===== src/rtl/dmem_arbiter_if.sv =====
// Bundle of CPU, debug and data-memory signals around the data-memory arbiter.
// The arbiter uses the slave view; requesters and the memory model use the master view.
interface dmem_arbiter_if #(
  parameter int ADDR_W = 32,
  parameter int DATA_W = 32
);
  logic              cpu_req;
  logic              cpu_we;
  logic [ADDR_W-1:0] cpu_addr;
  logic [DATA_W-1:0] cpu_wdata;
  logic [DATA_W-1:0] cpu_rdata;
  logic              cpu_done;
  logic              cpu_stall;

  logic              dbg_req;
  logic              dbg_we;
  logic [ADDR_W-1:0] dbg_addr;
  logic [DATA_W-1:0] dbg_wdata;
  logic              dbg_lock;
  logic [DATA_W-1:0] dbg_rdata;
  logic              dbg_done;

  logic [ADDR_W-1:0] mem_addr;
  logic [DATA_W-1:0] mem_wdata;
  logic              mem_we;
  logic [DATA_W-1:0] mem_rdata;

  modport slave (
    input  cpu_req, cpu_we, cpu_addr, cpu_wdata,
    output cpu_rdata, cpu_done, cpu_stall,
    input  dbg_req, dbg_we, dbg_addr, dbg_wdata, dbg_lock,
    output dbg_rdata, dbg_done,
    output mem_addr, mem_wdata, mem_we,
    input  mem_rdata
  );

  modport master (
    output cpu_req, cpu_we, cpu_addr, cpu_wdata,
    input  cpu_rdata, cpu_done, cpu_stall,
    output dbg_req, dbg_we, dbg_addr, dbg_wdata, dbg_lock,
    input  dbg_rdata, dbg_done,
    input  mem_addr, mem_wdata, mem_we,
    output mem_rdata
  );
endinterface


===== src/rtl/dmem_arbiter.sv =====
// Round-robin CPU/debug arbiter for the single data-memory port; 2 cycles req-to-done,
// one access per 2 cycles. The CPU is held off via a combinational stall; debug may lock the port.
module dmem_arbiter #(
  parameter int ADDR_W = 32,
  parameter int DATA_W = 32
) (
  input  logic          clk,
  input  logic          rst_n,
  dmem_arbiter_if.slave bus
);
  localparam logic [1:0] IDLE      = 2'd0;
  localparam logic [1:0] SERVE_CPU = 2'd1;
  localparam logic [1:0] SERVE_DBG = 2'd2;
  localparam logic       OWNER_CPU = 1'b0;
  localparam logic       OWNER_DBG = 1'b1;

  logic [1:0]        state;
  logic              we_q;
  logic [ADDR_W-1:0] addr_q;
  logic [DATA_W-1:0] wdata_q;
  logic              last_owner;
  logic              lock_held;
  logic              cpu_done;
  logic              dbg_done;
  logic [DATA_W-1:0] cpu_rdata;
  logic [DATA_W-1:0] dbg_rdata;

  logic cpu_elig;
  logic dbg_elig;
  logic grant_cpu;
  logic grant_dbg;
  logic serving;

  // done masks the requester just served so a held req is not re-granted at once
  assign cpu_elig  = bus.cpu_req & ~cpu_done & ~lock_held;
  assign dbg_elig  = bus.dbg_req & ~dbg_done;
  assign grant_cpu = (state == IDLE) & cpu_elig & (~dbg_elig | (last_owner == OWNER_DBG));
  assign grant_dbg = (state == IDLE) & dbg_elig & ~grant_cpu;

  assign serving       = (state != IDLE);
  assign bus.mem_we    = serving & we_q;
  assign bus.mem_addr  = serving ? addr_q : '0;
  assign bus.mem_wdata = serving ? wdata_q : '0;

  assign bus.cpu_rdata = cpu_rdata;
  assign bus.cpu_done  = cpu_done;
  assign bus.cpu_stall = bus.cpu_req & ~cpu_done;
  assign bus.dbg_rdata = dbg_rdata;
  assign bus.dbg_done  = dbg_done;

  always_ff @(posedge clk or negedge rst_n) begin
    if (!rst_n) begin
      state      <= IDLE;
      we_q       <= 1'b0;
      addr_q     <= '0;
      wdata_q    <= '0;
      last_owner <= OWNER_DBG;
      lock_held  <= 1'b0;
      cpu_done   <= 1'b0;
      dbg_done   <= 1'b0;
      cpu_rdata  <= '0;
      dbg_rdata  <= '0;
    end else begin
      cpu_done <= 1'b0;
      dbg_done <= 1'b0;
      case (state)
        IDLE: begin
          if (!bus.dbg_lock) lock_held <= 1'b0;
          if (grant_cpu) begin
            state      <= SERVE_CPU;
            we_q       <= bus.cpu_we;
            addr_q     <= bus.cpu_addr;
            wdata_q    <= bus.cpu_wdata;
            last_owner <= OWNER_CPU;
          end else if (grant_dbg) begin
            state      <= SERVE_DBG;
            we_q       <= bus.dbg_we;
            addr_q     <= bus.dbg_addr;
            wdata_q    <= bus.dbg_wdata;
            last_owner <= OWNER_DBG;
            lock_held  <= bus.dbg_lock;
          end
        end
        SERVE_CPU: begin
          if (!we_q) cpu_rdata <= bus.mem_rdata;
          cpu_done <= 1'b1;
          state    <= IDLE;
        end
        SERVE_DBG: begin
          if (!we_q) dbg_rdata <= bus.mem_rdata;
          dbg_done <= 1'b1;
          state    <= IDLE;
        end
        default: state <= IDLE;
      endcase
    end
  end
endmodule

===== src/flat_wrapper.sv =====
// flat-port wrapper written by rule: the top's interface ports become plain ports
module dmem_arbiter_flat 
#(
  parameter int ADDR_W = 32,
  parameter int DATA_W = 32
)
  (clk, rst_n, bus_cpu_req, bus_cpu_we, bus_cpu_addr, bus_cpu_wdata, bus_cpu_rdata, bus_cpu_done, bus_cpu_stall, bus_dbg_req, bus_dbg_we, bus_dbg_addr, bus_dbg_wdata, bus_dbg_lock, bus_dbg_rdata, bus_dbg_done, bus_mem_addr, bus_mem_wdata, bus_mem_we, bus_mem_rdata);
  dmem_arbiter_if #(.ADDR_W(ADDR_W), .DATA_W(DATA_W)) bus_i ();
  input  logic clk;
  input  logic rst_n;
  input wire logic [$bits(bus_i.cpu_req)-1:0] bus_cpu_req;
  input wire logic [$bits(bus_i.cpu_we)-1:0] bus_cpu_we;
  input wire logic [$bits(bus_i.cpu_addr)-1:0] bus_cpu_addr;
  input wire logic [$bits(bus_i.cpu_wdata)-1:0] bus_cpu_wdata;
  output wire logic [$bits(bus_i.cpu_rdata)-1:0] bus_cpu_rdata;
  output wire logic [$bits(bus_i.cpu_done)-1:0] bus_cpu_done;
  output wire logic [$bits(bus_i.cpu_stall)-1:0] bus_cpu_stall;
  input wire logic [$bits(bus_i.dbg_req)-1:0] bus_dbg_req;
  input wire logic [$bits(bus_i.dbg_we)-1:0] bus_dbg_we;
  input wire logic [$bits(bus_i.dbg_addr)-1:0] bus_dbg_addr;
  input wire logic [$bits(bus_i.dbg_wdata)-1:0] bus_dbg_wdata;
  input wire logic [$bits(bus_i.dbg_lock)-1:0] bus_dbg_lock;
  output wire logic [$bits(bus_i.dbg_rdata)-1:0] bus_dbg_rdata;
  output wire logic [$bits(bus_i.dbg_done)-1:0] bus_dbg_done;
  output wire logic [$bits(bus_i.mem_addr)-1:0] bus_mem_addr;
  output wire logic [$bits(bus_i.mem_wdata)-1:0] bus_mem_wdata;
  output wire logic [$bits(bus_i.mem_we)-1:0] bus_mem_we;
  input wire logic [$bits(bus_i.mem_rdata)-1:0] bus_mem_rdata;
  assign bus_i.cpu_req = bus_cpu_req;
  assign bus_i.cpu_we = bus_cpu_we;
  assign bus_i.cpu_addr = bus_cpu_addr;
  assign bus_i.cpu_wdata = bus_cpu_wdata;
  assign bus_cpu_rdata = bus_i.cpu_rdata;
  assign bus_cpu_done = bus_i.cpu_done;
  assign bus_cpu_stall = bus_i.cpu_stall;
  assign bus_i.dbg_req = bus_dbg_req;
  assign bus_i.dbg_we = bus_dbg_we;
  assign bus_i.dbg_addr = bus_dbg_addr;
  assign bus_i.dbg_wdata = bus_dbg_wdata;
  assign bus_i.dbg_lock = bus_dbg_lock;
  assign bus_dbg_rdata = bus_i.dbg_rdata;
  assign bus_dbg_done = bus_i.dbg_done;
  assign bus_mem_addr = bus_i.mem_addr;
  assign bus_mem_wdata = bus_i.mem_wdata;
  assign bus_mem_we = bus_i.mem_we;
  assign bus_i.mem_rdata = bus_mem_rdata;
  dmem_arbiter #(.ADDR_W(ADDR_W), .DATA_W(DATA_W)) u_core (.clk(clk), .rst_n(rst_n), .bus(bus_i));
endmodule

===== config.mk =====
export PLATFORM = sky130hd
export DESIGN_NAME = dmem_arbiter_flat
export DESIGN_NICKNAME = d
export VERILOG_FILES = /design/src/rtl/dmem_arbiter_if.sv /design/src/rtl/dmem_arbiter.sv /design/src/flat_wrapper.sv
export SDC_FILE = /design/constraint.sdc
export NUM_CORES = 1
export LEC_CHECK = 0
export ABC_AREA = 0
export ABC_CLOCK_PERIOD_IN_PS = 2200
export BUFFER_PORTS_ARGS = -buffer_cell sky130_fd_sc_hd__buf_2
export CAP_MARGIN = 20
export CORE_UTILIZATION = 25
export DETAILED_ROUTE_END_ITERATION = 16
export GPL_ROUTABILITY_DRIVEN = 0
export PLACE_DENSITY = 0.61
export SLEW_MARGIN = 20
export SYNTH_ARGS = -nofsm -noshare
export SYNTH_HDL_FRONTEND = slang
export SYNTH_SLANG_ARGS = --single-unit

===== constraint.sdc =====
create_clock -name clk -period 2.2 [get_ports clk]
set_input_delay 0.22 -clock clk [delete_from_list [all_inputs] [get_ports clk]]
set_output_delay 0.22 -clock clk [all_outputs]
set_load 0.01 [all_outputs]

==> results.cfg <==
[synth]
synth_warnings = 0
synth.yosys.seq_area_share_pct = 54.91
yosysMostFrequentCell = dfrtp_1
synth-simple-area-share_pct = 17.54
synth_top_family_by_area = simple AND/OR/NAND/NOR gates
netlist_instances = 464
avgSynthCellArea_sq_um = 13.26
synth-adder-area-share_pct = 0
synthArstFlopShare_pct = 100.0
syn_area_sq_mm = 0.006155
ys_top_cells_by_area = dfrtp_1 54%, mux2_2 11%, a221o_1 11%
synth-compound-area-share_pct = 11.32
synth_top_area_share_pct = 54.48
synth_xor_area_share_pct = 0
ys.flop_type = dfrtp_1
post-synth-top-area-cell = dfrtp_1
synth-seq-cells = 135
synthMuxAreaShare_pct = 11.71
synth_common_cells = 134 x dfrtp_1, 67 x and2_1, 65 x a221o_1, 65 x nor4b_1, 60 x mux2_2
synth_edf_count = 0
syn_nets = 631
synth_cell_type_count = 24

[sta]
finalSetupTns_ps = 0
fmax_ghz = 0.4932
fin_crit_ps = 2028
slew_headroom_pct = 46.14
tightest_slew_ps = 805.8
setup_viol = 0
finalHoldViolCount = 0
maxSlewViolCount = 0
fin_crit_sh_pct = 92.16
rsz0062_at_grt = false
finClkSkew_ps = 8.263

[min_path]
min-delay-start = bus_dbg_addr[9]
hp-class = input port to flop

[detailed_routing]
via_count = 5154
viasPerCell = 4.750
drt_iter0_drc = 287
drc_errors = 0
ant_nets = 0
wl_per_cell_microns = 17.01
drt_pass1_iterations = 5
wl_microns = 18450

[die]
rows = 57
die_y_microns = 158.9
design.core.area_sq_mm = 0.02425
start_util_pct = 25.38
die_width_microns = 158.9
dieArea_sq_mm = 0.02525
io_pins = 299

[clocking]
clock-root-buffer = clkbuf_16
clock_latency_ps = 410
htreeDepth = 4
clock_sinks = 135
numCtsBuffers = 17
clock_path_buffers = 2
clkTransAtPathRegs_ps = 70
cts.repair.resized = 0
cts_setup_buffers = 0
cts_tree = built

[critical_path]
arrival_ps = 1810
end_kind = output pin
critPathLaunchType = flop
critPathMaxFanout = 29
critical_path_class = flop to output pin
crit_required_ps = 1980
reg2reg_from = u_core.state[1]
crit_start = u_core.state[1]

[power_and_ir_drop]
power_switching_mw = 5.189
combPwrFrac_pct = 47.2
switching_share_pct = 38.29
pwr-share-clk_pct = 20.3
leakagePower_nw = 4.087
ir_worst_vdd_v = 0.0005930
powerDensity_mw_per_mm2 = 1570
p_int_mw = 8.362
seq_power_share_pct = 32.5

[final_layout]
drive_above_1_share_pct = 54.66
diodes = 0
layout.nets = 915
area_growth_pct = 40.27
finish.utilization_pct = 35.60

[global_routing]
grt_max_degree = 66
grt_pass1_wl_microns = 29010
track_usage_pct = 14.67
grt_overflow = 0
grt_pass1_vias = 5201
grt_antenna_before_repair = 0

[placed_design]
dp.final_hpwl_microns = 12730
port_buffers = 298

[run_status]
status = completed

[run]
cap_violations = 0
-- logic make-up after synthesis --
logic type	count (synthesis)
compound gates	70
simple gates	145
flops	135
buf+inv	50
mux	64
-- cell usage in the layout (no fill, tap or decap), drive strengths merged, types with 5 or more instances in the layout --
cell,instances
mux2,64
inv,8
clkbuf,18
nor2b,5
clkinv,5
dfrtp,134
a221o,65
and2,67
buf,314
nor4b,65
-- power by group through the flow --
stage | sequential (mW) | clock [mW] | combinational, mW
2_1_floorplan | 4.59 | 0 | 3.79
3_3_place_gp | 4.40 | 0 | 6.41
3_5_place_dp | 4.42 | 0 | 6.52
4_1_cts | 4.40 | 2.84 | 6.51
5_1_grt | 4.56 | 2.96 | 6.95
6_report | 4.41 | 2.75 | 6.40
-- layout make-up --
cell class	instances	area [sq um]
fillers	2392	15620
flip-flops and latches	135	3379
multi-input cells	279	2527
repair buffers	315	1753
clock buffers	18	439.2
well taps	324	405.4
clock inverters	14	128.9
-- sequential cells by signal, indices dropped and copies added, names as in the netlist --
| signal | flops |
|---|---|
| u_core.addr_q | 32 |
| u_core.bus.cpu_done | 1 |
| u_core.bus.cpu_rdata | 32 |
| u_core.bus.dbg_done | 1 |
| u_core.bus.dbg_rdata | 32 |
| u_core.last_owner | 1 |
| u_core.lock_held | 1 |
| u_core.state | 2 |
| u_core.wdata_q | 32 |
| u_core.we_q | 1 |
-- worst paths after layout --
check / end / slack, ps / cells after the start
min reg2reg: u_core.bus.dbg_rdata[30] / 480 / 1
min: u_core.addr_q[9] / 30 / 2
min in group asynchronous: u_core.wdata_q[25] / 240 / 2
max in group asynchronous: u_core.bus.cpu_rdata[8] / 1320 / 3
max: bus_mem_wdata[14] / 170 / 4
max reg2reg: u_core.addr_q[28] / 220 / 4
-- worst max-delay path: stages, from the launching register on --
cell     delay (ps)
dfrtp_1         420
or2_4           420
buf_4           240
and2_1          180
buf_2           140
-- what timing repair did --
action | CTS | global route
endpoints found under the hold margin | 48 | 0
hold buffers | 1 | 0
endpoints found under the setup margin | 0 | 0
-- per-layer routing --
layer,up-vias,global-route usage [%],wire length (microns)
met3,14,4.572,1344
met1,2547,18.33,7931
met2,254,24.50,8998
li1,2339,-,-
met4,0,3.759,177
met5,-,0,0
-- stage by stage --
| step | hold slack, ps | setup slack, ps | power, mW | std cells | cell area [sq um] |
|---|---|---|---|---|---|
| after global placement | 100.3 | 272.7 | 10.81 | 1052 | 8055 |
| after detailed placement | 105.1 | 222.4 | 10.94 | 1052 | 8055 |
| after global routing | 12.16 | 64.59 | 14.48 | 1085 | 8633 |
| after CTS | 6.088 | 130.6 | 13.75 | 1085 | 8633 |
| after floorplan | -75.59 | 482.9 | 8.379 | 464 | 6155 |
| final | 32.76 | 172.4 | 13.55 | 1085 | 8633 |
Note: power is estimated with default switching activity, not from simulation.
